**config.mk**
```make
export PLATFORM = sky130hd
export DESIGN_NAME = mem_bridge
export DESIGN_NICKNAME = d
export VERILOG_FILES = /design/src/rtl/mem_bridge.sv
export SDC_FILE = /design/constraint.sdc
export NUM_CORES = 1
export LEC_CHECK = 0
export ABC_AREA = 1
export CAP_MARGIN = 40
export CORE_ASPECT_RATIO = 1.25
export CORE_MARGIN = 5
export CORE_UTILIZATION = 40
export CTS_CLUSTER_SIZE = 8
export DETAILED_ROUTE_END_ITERATION = 8
export HOLD_SLACK_MARGIN = 0.02
export PLACE_DENSITY = 0.75
export RECOVER_POWER = 100
export SKIP_LAST_GASP = 1
export SLEW_MARGIN = 5
export SYNTH_ARGS = -nofsm -noshare
export SYNTH_HDL_FRONTEND = slang
export SYNTH_SLANG_ARGS = --single-unit
export TNS_END_PERCENT = 1
```
**constraint.sdc**
```tcl
create_clock -name I_clk -period 1.85 [get_ports I_clk]
set_clock_uncertainty 0.1 [all_clocks]
set_input_delay 0.185 -clock I_clk [delete_from_list [all_inputs] [get_ports I_clk]]
set_output_delay 0.185 -clock I_clk [all_outputs]
set_load 0.01 [all_outputs]
```
**src/rtl/mem_bridge.sv**
```systemverilog
// mem_bridge: turns 8/16-bit memory requests into byte accesses on a fixed-wait-state SRAM.
// Optional build macro ALIGN_CHECK_EN rejects size 0/3 and odd-address words with O_error.
module mem_bridge #(
    parameter int ADDR_WIDTH  = 16,
    parameter int WAIT_STATES = 1
) (
    input  logic                  I_clk,
    input  logic                  I_reset,
    input  logic                  I_exec,
    input  logic                  I_write,
    input  logic [1:0]            I_size,
    input  logic [15:0]           I_addr,
    input  logic [15:0]           I_data,
    output logic [15:0]           O_data,
    output logic                  O_data_ready,
    output logic                  O_ready,
`ifdef ALIGN_CHECK_EN
    output logic                  O_error,
`endif
    output logic [ADDR_WIDTH-1:0] O_sram_addr,
    output logic                  O_sram_oe,
    output logic                  O_sram_we,
    output logic [7:0]            O_sram_data,
    input  logic [7:0]            I_sram_data
);

    typedef enum logic [1:0] {
        IDLE = 2'd0,
        LO   = 2'd1,
        HI   = 2'd2,
        DONE = 2'd3
    } state_t;

    state_t                  state_q, state_d;
    logic [3:0]              wait_q, wait_d;
    logic [15:0]             rdata_q, rdata_d;
    logic                    write_q, write_d;
    logic                    word_q, word_d;
    logic [ADDR_WIDTH-1:0]   addr_q, addr_d;
    logic [15:0]             wdata_q, wdata_d;
`ifdef ALIGN_CHECK_EN
    logic                    err_q, err_d;
`endif

    logic                    req_word;
    logic                    req_bad;
    logic                    access_last;
    logic                    in_access;

    always_comb begin
        req_word    = (I_size == 2'd2) || (I_size == 2'd3);
        req_bad     = 1'b0;
`ifdef ALIGN_CHECK_EN
        req_bad     = (I_size == 2'd0) || (I_size == 2'd3) ||
                      ((I_size == 2'd2) && I_addr[0]);
`endif
        access_last = (wait_q == 4'(WAIT_STATES));
    end

    always_comb begin
        state_d = state_q;
        wait_d  = wait_q;
        rdata_d = rdata_q;
        write_d = write_q;
        word_d  = word_q;
        addr_d  = addr_q;
        wdata_d = wdata_q;
`ifdef ALIGN_CHECK_EN
        err_d   = err_q;
`endif
        case (state_q)
            IDLE, DONE: begin
                if (I_exec) begin
                    write_d = I_write;
                    word_d  = req_word;
                    addr_d  = I_addr[ADDR_WIDTH-1:0];
                    wdata_d = I_data;
                    wait_d  = 4'd0;
`ifdef ALIGN_CHECK_EN
                    err_d   = req_bad;
`endif
                    if (req_bad) begin
                        // Rejected requests skip the SRAM entirely; a rejected read returns zero.
                        state_d = DONE;
                        if (!I_write) begin
                            rdata_d = 16'h0000;
                        end
                    end else begin
                        state_d = LO;
                    end
                end else begin
                    state_d = IDLE;
                end
            end
            LO: begin
                if (access_last) begin
                    wait_d = 4'd0;
                    if (!write_q) begin
                        rdata_d[7:0] = I_sram_data;
                        if (!word_q) begin
                            rdata_d[15:8] = 8'h00;
                        end
                    end
                    state_d = word_q ? HI : DONE;
                end else begin
                    wait_d = wait_q + 4'd1;
                end
            end
            HI: begin
                if (access_last) begin
                    wait_d = 4'd0;
                    if (!write_q) begin
                        rdata_d[15:8] = I_sram_data;
                    end
                    state_d = DONE;
                end else begin
                    wait_d = wait_q + 4'd1;
                end
            end
            default: begin
                state_d = IDLE;
            end
        endcase
    end

    // Control state and the visible read-data register take the reset.
    always_ff @(posedge I_clk) begin
        if (I_reset) begin
            state_q <= IDLE;
            wait_q  <= 4'd0;
            rdata_q <= 16'h0000;
`ifdef ALIGN_CHECK_EN
            err_q   <= 1'b0;
`endif
        end else begin
            state_q <= state_d;
            wait_q  <= wait_d;
            rdata_q <= rdata_d;
`ifdef ALIGN_CHECK_EN
            err_q   <= err_d;
`endif
        end
    end

    // Latched request fields are only observed outside IDLE, so they need no reset.
    always_ff @(posedge I_clk) begin
        write_q <= write_d;
        word_q  <= word_d;
        addr_q  <= addr_d;
        wdata_q <= wdata_d;
    end

    always_comb begin
        in_access    = (state_q == LO) || (state_q == HI);
        O_ready      = (state_q == IDLE) || (state_q == DONE);
        O_data       = rdata_q;
        O_data_ready = (state_q == DONE) && !write_q;
        O_sram_oe    = in_access && !write_q;
        O_sram_we    = in_access && write_q;
        O_sram_addr  = '0;
        O_sram_data  = 8'h00;
        if (state_q == LO) begin
            O_sram_addr = addr_q;
            O_sram_data = wdata_q[7:0];
        end else if (state_q == HI) begin
            O_sram_addr = addr_q + {{(ADDR_WIDTH-1){1'b0}}, 1'b1};
            O_sram_data = wdata_q[15:8];
        end
`ifdef ALIGN_CHECK_EN
        O_error      = (state_q == DONE) && err_q;
`endif
    end

endmodule

```
* Word level (Yosys, flattened, before mapping)
Cells that the tools add are included.
** Operators by class
- Equal/unequal tests :: 12
- Add/subtract/negate cells :: 2
- Bitwise operators :: 2
- Reduce and logical (&&, ||, !) cells :: 14
- Mux-type cells :: 18
** Operators by type and width (count)
- 2-to-1 mux 16 bit :: 4
- 2-to-1 mux 8 bit :: 5
- adder 16 x 1 -> 16 bit (second input constant) :: 1
- case mux 8 bit (2 select lines) :: 1
- inequality test 2 bit (second input constant) :: 6
- equality test 2 bit (second input constant) :: 4
- 2-to-1 mux 4 bit :: 2
- case mux 4 bit (2 select lines) :: 1
- case mux 2 bit (3 select lines) :: 1
- AND reduction 6 bit :: 1
- adder 4 x 1 -> 4 bit (second input constant) :: 1
- equality test 4 x 1 -> 1 bit (second input constant) :: 1
- 2-to-1 mux 2 bit :: 2
- AND reduction 2 bit :: 2
- OR reduction 2 bit :: 2
- logical AND 1 bit :: 3
- logical OR 1 bit :: 3
- AND reduction 3 bit :: 1
- equality test 2 x 1 -> 1 bit (second input constant) :: 1
- zero test 2 bit :: 1
- 2-to-1 mux 1 bit :: 2
- inverter 1 bit :: 2
- zero test 1 bit :: 1
** Storage, ports and cells
- Input bits :: 46
- Output and inout bits :: 44
- Word-level logic and storage cells :: 56
- Flip-flop bits (word level) :: 56

* Logic depth before layout (Yosys ltp)
- Word-level depth :: 4
- Gate-level depth with buffers :: 9
- Gate-level depth less buffers :: 9

* Worst setup path before layout
OpenSTA, ideal clock, no wires.
- Kind :: register -> register
- Start point :: reg state_q[0]
- End point :: reg addr_q[0] (enable)
- Buffers on the path :: 0
- Cell stages (with the launch flop) :: 5
- Clock period less this slack :: 2021 ps
- Required time :: 1361 ps
- Data arrival time :: 1532 ps
- Library setup time :: 389 ps
- Path slack :: -171 ps
- Cells stage by stage :: dfxtp_1 -> inv_1 -> ha_1 -> nand2_1 -> inv_1
** On the way
- Word-level cells in the longest chain between the ends :: 3
- Elaborated cells between the ends (all ways) :: 4
- Those cells by class :: eq/ne (1); reduce/logical (3)
** Ends and longest elaborated chain
- from (decl) :: RTL line 34 : state_t state_q, state_d;
- from (signal assigned) :: RTL line 136 : state_q <= state_d;
- equality test 2 bit or zero test 2 bit (tied branches) :: RTL line 71 : case (state_q)
- OR reduction 2 bit (*)
- AND reduction 2 bit (no source line) (*)
- to (signal assigned) :: RTL line 149 : addr_q <= addr_d;
- to (decl) :: RTL line 39 : logic [ADDR_WIDTH-1:0] addr_q, addr_d;
Mark *: on every way between the ends. The rest lies on a longest branch, timed or not.
A chain may end at the register's enable or synchronous reset.

* Worst setup path after layout
- Start point :: reg addr_q[3]
- End point :: out O_sram_addr[15]
** On the way
- Word-level cells in the longest chain between the ends :: 3
** Ends and longest elaborated chain
- adder 16 x 1 -> 16 bit :: RTL line 166 : O_sram_addr = addr_q + {{(ADDR_WIDTH-1){1'b0}}, 1'b1};
- 2-to-1 mux 16 bit :: RTL line 165 : end else if (state_q == HI) begin
- 2-to-1 mux 16 bit :: RTL line 162 : if (state_q == LO) begin
- to (decl) :: RTL line 20 : output logic [ADDR_WIDTH-1:0] O_sram_addr,
Every way passes these cells.

==> results.sh <==
export IMPL_first_global_vias=2409
export IMPL_synth_yosys_warnings=0
export IMPL_clock_latency_ns=0.30
export IMPL_globalRoute_totalOverflow=0
export IMPL_final_hold_viol_count=0
export IMPL_number_of_placed_cells_counting_well_taps=489
export IMPL_critPathKind="flop to output port"
export IMPL_post_synth_instance_area_um2=2557
export IMPL_place_hpwl_um=5129
export IMPL_deepest_level_of_the_cts_h_tree=2
export IMPL_arrival_ns=1.77
export IMPL_min_path_cells=2
export IMPL_cp_depth=9
export IMPL_port_buffer_count=88
export IMPL_final_min_period_over_clock_period_pct=111.3
export IMPL_timing_critical_path_mode_cell="sky130_fd_sc_hd__nand2_1"
export IMPL_antennaDiodeCount=0
export IMPL_postSynthCellCount=293
export IMPL_first_pass_grt_wire_length_um=10660
export IMPL_hold_crit_class="flop to flop"
export IMPL_synth_ff_latch_count=56
export IMPL_violated_checks="negative setup slack"
export IMPL_post_synth_xor_area_fraction_pct=0.3425
export IMPL_track_usage_pct=16.75
export IMPL_cts_sinks=56
export IMPL_period_needed_ns=2.060
export IMPL_most_common_layout_cells="sky130_fd_sc_hd__nand2_1, sky130_fd_sc_hd__dlygate4sd3_1, sky130_fd_sc_hd__nor2_1, sky130_fd_sc_hd__edfxtp_1, sky130_fd_sc_hd__buf_4"
export IMPL_area_enclosed_by_the_die_boundary_um2=8103
export IMPL_antenna_left=0
export IMPL_postSynthNetCount=345
export IMPL_chipWidth_um=81.52
export IMPL_share_of_final_layout_standard_cells_stronger_than_drive_strength_1_pct=15.46
export IMPL_most_common_cell_after_layout_fill_and_taps_aside="sky130_fd_sc_hd__nand2_1"
export IMPL_fp_dieH_um=99.40
export IMPL_post_route_drc_count=0
export IMPL_critPathSlowestCell="sky130_fd_sc_hd__edfxtp_1"
export IMPL_critical_path_start_type="flop"
export IMPL_slew_hr_pct=80.13
export IMPL_numCtsBuffers=5
export IMPL_grt_setup_unrepaired="yes"
export IMPL_vias_per_cell=4.770
export IMPL_crit_required_ns=1.56
export IMPL_initial_antenna_violation_count=0
export IMPL_floorplan_rows=32
export IMPL_synth_adder_area_share_pct=2.935
export IMPL_crit_path_cells="nand2_1 -> nor2_2 -> nand2_1 -> buf_4 -> nor2_1 -> nand3_1 -> nand2_1 -> nor2_1 -> dlygate4sd2_1"
export IMPL_fin_setup_tns_ns=-2.575
export IMPL_worst_path_largest_cell_delay_ns=0.42
export IMPL_detailedRoute_firstIterationViolations=117
export IMPL_synth_mux_area_fraction_pct=0
export IMPL_max_cap_violations=0
export IMPL_worst_setup_hold_path_clk_slew_ns=0.10
export IMPL_core_um2=6206
export IMPL_multi_input_gate_area_um2=1003
export IMPL_cts_path_max_buffers=2
export IMPL_cts_hold_fix_buffers=0
export IMPL_synth_compound_area_share_pct=8.708
export IMPL_area_growth_syn_to_layout_pct=51.57
export IMPL_postLayoutSetupSlackWorst_ns=-0.2099
export IMPL_grt_max_degree=20
export IMPL_synth_seq_area_share_pct=57.14
export IMPL_powerDensity_nw_per_um2=1163
export IMPL_firstDrtPassIters=4
export IMPL_cpLargestDelayFamily="simple AND/OR/NAND/NOR gates"
export IMPL_final_setup_viol_count=26
export IMPL_syn_avg_cell_area_um2=8.729
export IMPL_fill_cell_count=541
export IMPL_num_vias=2380
export IMPL_static_leakage_power_nw=1.725
export IMPL_critical_path_endpoint_type="output port"
export IMPL_synth_top_family_by_area="simple AND/OR/NAND/NOR gates"
export IMPL_routedWlPerCell_um=13.19
export IMPL_totalWireLength_um=6584
export IMPL_clock_root_buffer="sky130_fd_sc_hd__clkbuf_8"
export IMPL_final_instance_count_excl_fill=499
export IMPL_tightestPinTransition_ns=0.2965
export IMPL_maxClockFrequency_mhz=485.5
export IMPL_tritoncts="built"
export IMPL_run_status="finished, violations left"
export IMPL_largest_fanout_on_the_critical_path=3
export IMPL_synth_simple_area_share_pct=25.44
export IMPL_finalMaxSlewViolations=0
export IMPL_max_vdd_ir_drop_v=0.0006001
export IMPL_cp_buffers_inverters=2
export IMPL_gpl_congestion=0.8429
export IMPL_initial_utilization_pct=41.21
export IMPL_r2r_cells=10
export IMPL_num_io_pins=90
export IMPL_layout_area_seq_um2=1463
export IMPL_final_nets=465
export IMPL_synth_cell_types=26
-- cell families (layout without fill, tap and decap cells) --
group | Yosys count | count (layout)
AO/OA/AOI/OAI | 41 | 41
XOR/XNOR | 1 | 1
adder cells (fa/ha/maj) | 6 | 6
buffers and inverters | 35 | 156
flip-flops | 56 | 56
AND/OR/NAND/NOR | 154 | 154
-- metal layers --
layer / global-route usage [%] / up-vias / part of all wire [%]
li1: - / 1218 / -
met1: 19.57 / 1075 / 39
met2: 28.61 / 77 / 51
met3: 4.801 / 10 / 7.8
met4: 6.242 / 0 / 1.9
met5: 0 / - / 0
-- final timing paths --
| path | from | endpoint | slack, ns |
|---|---|---|---|
| worst max-delay path | addr_q[3]$_DFFE_PP_ | O_sram_addr[15] | -0.21 |
| worst min-delay path | O_data[12]$_SDFFE_PP0P_ | O_data[12]$_SDFFE_PP0P_ | 0.37 |
| worst max register to register | state_q[1]$_SDFFE_PP0P_ | O_data[11]$_SDFFE_PP0P_ | 0.09 |
| worst min register to register | O_data[12]$_SDFFE_PP0P_ | O_data[12]$_SDFFE_PP0P_ | 0.37 |
-- cell usage after synthesis (all sizes together) --
| cell type | count | share of area [%] |
|---|---|---|
| nor2 | 54 | 8.0 |
| o21ai | 17 | 3.3 |
| o22ai | 1 | 0.24 |
| ha | 6 | 2.9 |
| dfxtp | 22 | 17 |
| a21oi | 21 | 4.6 |
| nand4 | 11 | 2.7 |
| and3 | 1 | 0.24 |
| nand2 | 67 | 9.9 |
| clkbuf | 3 | 0.44 |
| xor2 | 1 | 0.34 |
| o31ai | 1 | 0.29 |
| inv | 27 | 4.0 |
| o21bai | 1 | 0.29 |
| edfxtp | 34 | 40 |
| buf | 5 | 1.0 |
| nand3 | 16 | 3.1 |
| nor3 | 5 | 1.4 |
-- cell type report --
class / count / area share (%)
Sequential cell: 56 / 37.73
Tap cell: 85 / 2.744
Clock buffer: 6 / 1.872
Multi-Input combinational cell: 202 / 25.89
Clock inverter: 2 / 0.2582
Timing Repair Buffer: 121 / 28.86
Inverter: 27 / 2.647
-- flip-flops by register name, summed over array words and instances (netlist names) --
name,flops
wdata_q,16
write_q,1
wait_q,4
state_q,2
word_q,1
O_data,16
addr_q,16
-- repair_timing --
action	4_1_cts	5_1_grt
pin swaps	2	3
buffers inserted	1	1
endpoints found under the setup margin	28	38
resized for setup	42	15
hold endpoints to repair	0	0
-- power breakdown --
part	internal (mW)	switching (mW)	leakage, nW
clock network	0.265	0.387	0.0432
logic	0.937	1.13	1.18
registers	1.64	0.147	0.503
total	2.84	1.67	1.72
-- worst reg2reg max path, stage by stage (launching register included) --
cell	delay, ns
sky130_fd_sc_hd__dfxtp_2	0.34
sky130_fd_sc_hd__inv_1	0.04
sky130_fd_sc_hd__ha_2	0.18
sky130_fd_sc_hd__buf_6	0.14
sky130_fd_sc_hd__nor2_2	0.13
sky130_fd_sc_hd__inv_2	0.09
sky130_fd_sc_hd__buf_4	0.16
sky130_fd_sc_hd__nand2_1	0.12
sky130_fd_sc_hd__buf_4	0.17
sky130_fd_sc_hd__nand4_1	0.10
sky130_fd_sc_hd__a21oi_1	0.12
-- per-stage QoR --
step / cell area [µm²] / util [%] / worst slack (ns) / power [mW] / hold slack [ns]
floorplan: 2564 / - / 0.05157 / 2.802 / 0.1541
global placement: 3784 / 60.97 / -0.2185 / 3.986 / 0.3551
detailed placement: 3784 / 60.97 / -0.3181 / 4.031 / 0.3573
CTS: 3876 / 62.46 / -0.2211 / 4.583 / 0.3225
global route: 3876 / 62.46 / -0.3445 / 4.814 / 0.3823
finish: 3876 / 62.46 / -0.2099 / 4.507 / 0.3673
No activity file was read; power rests on OpenSTA's default activity.
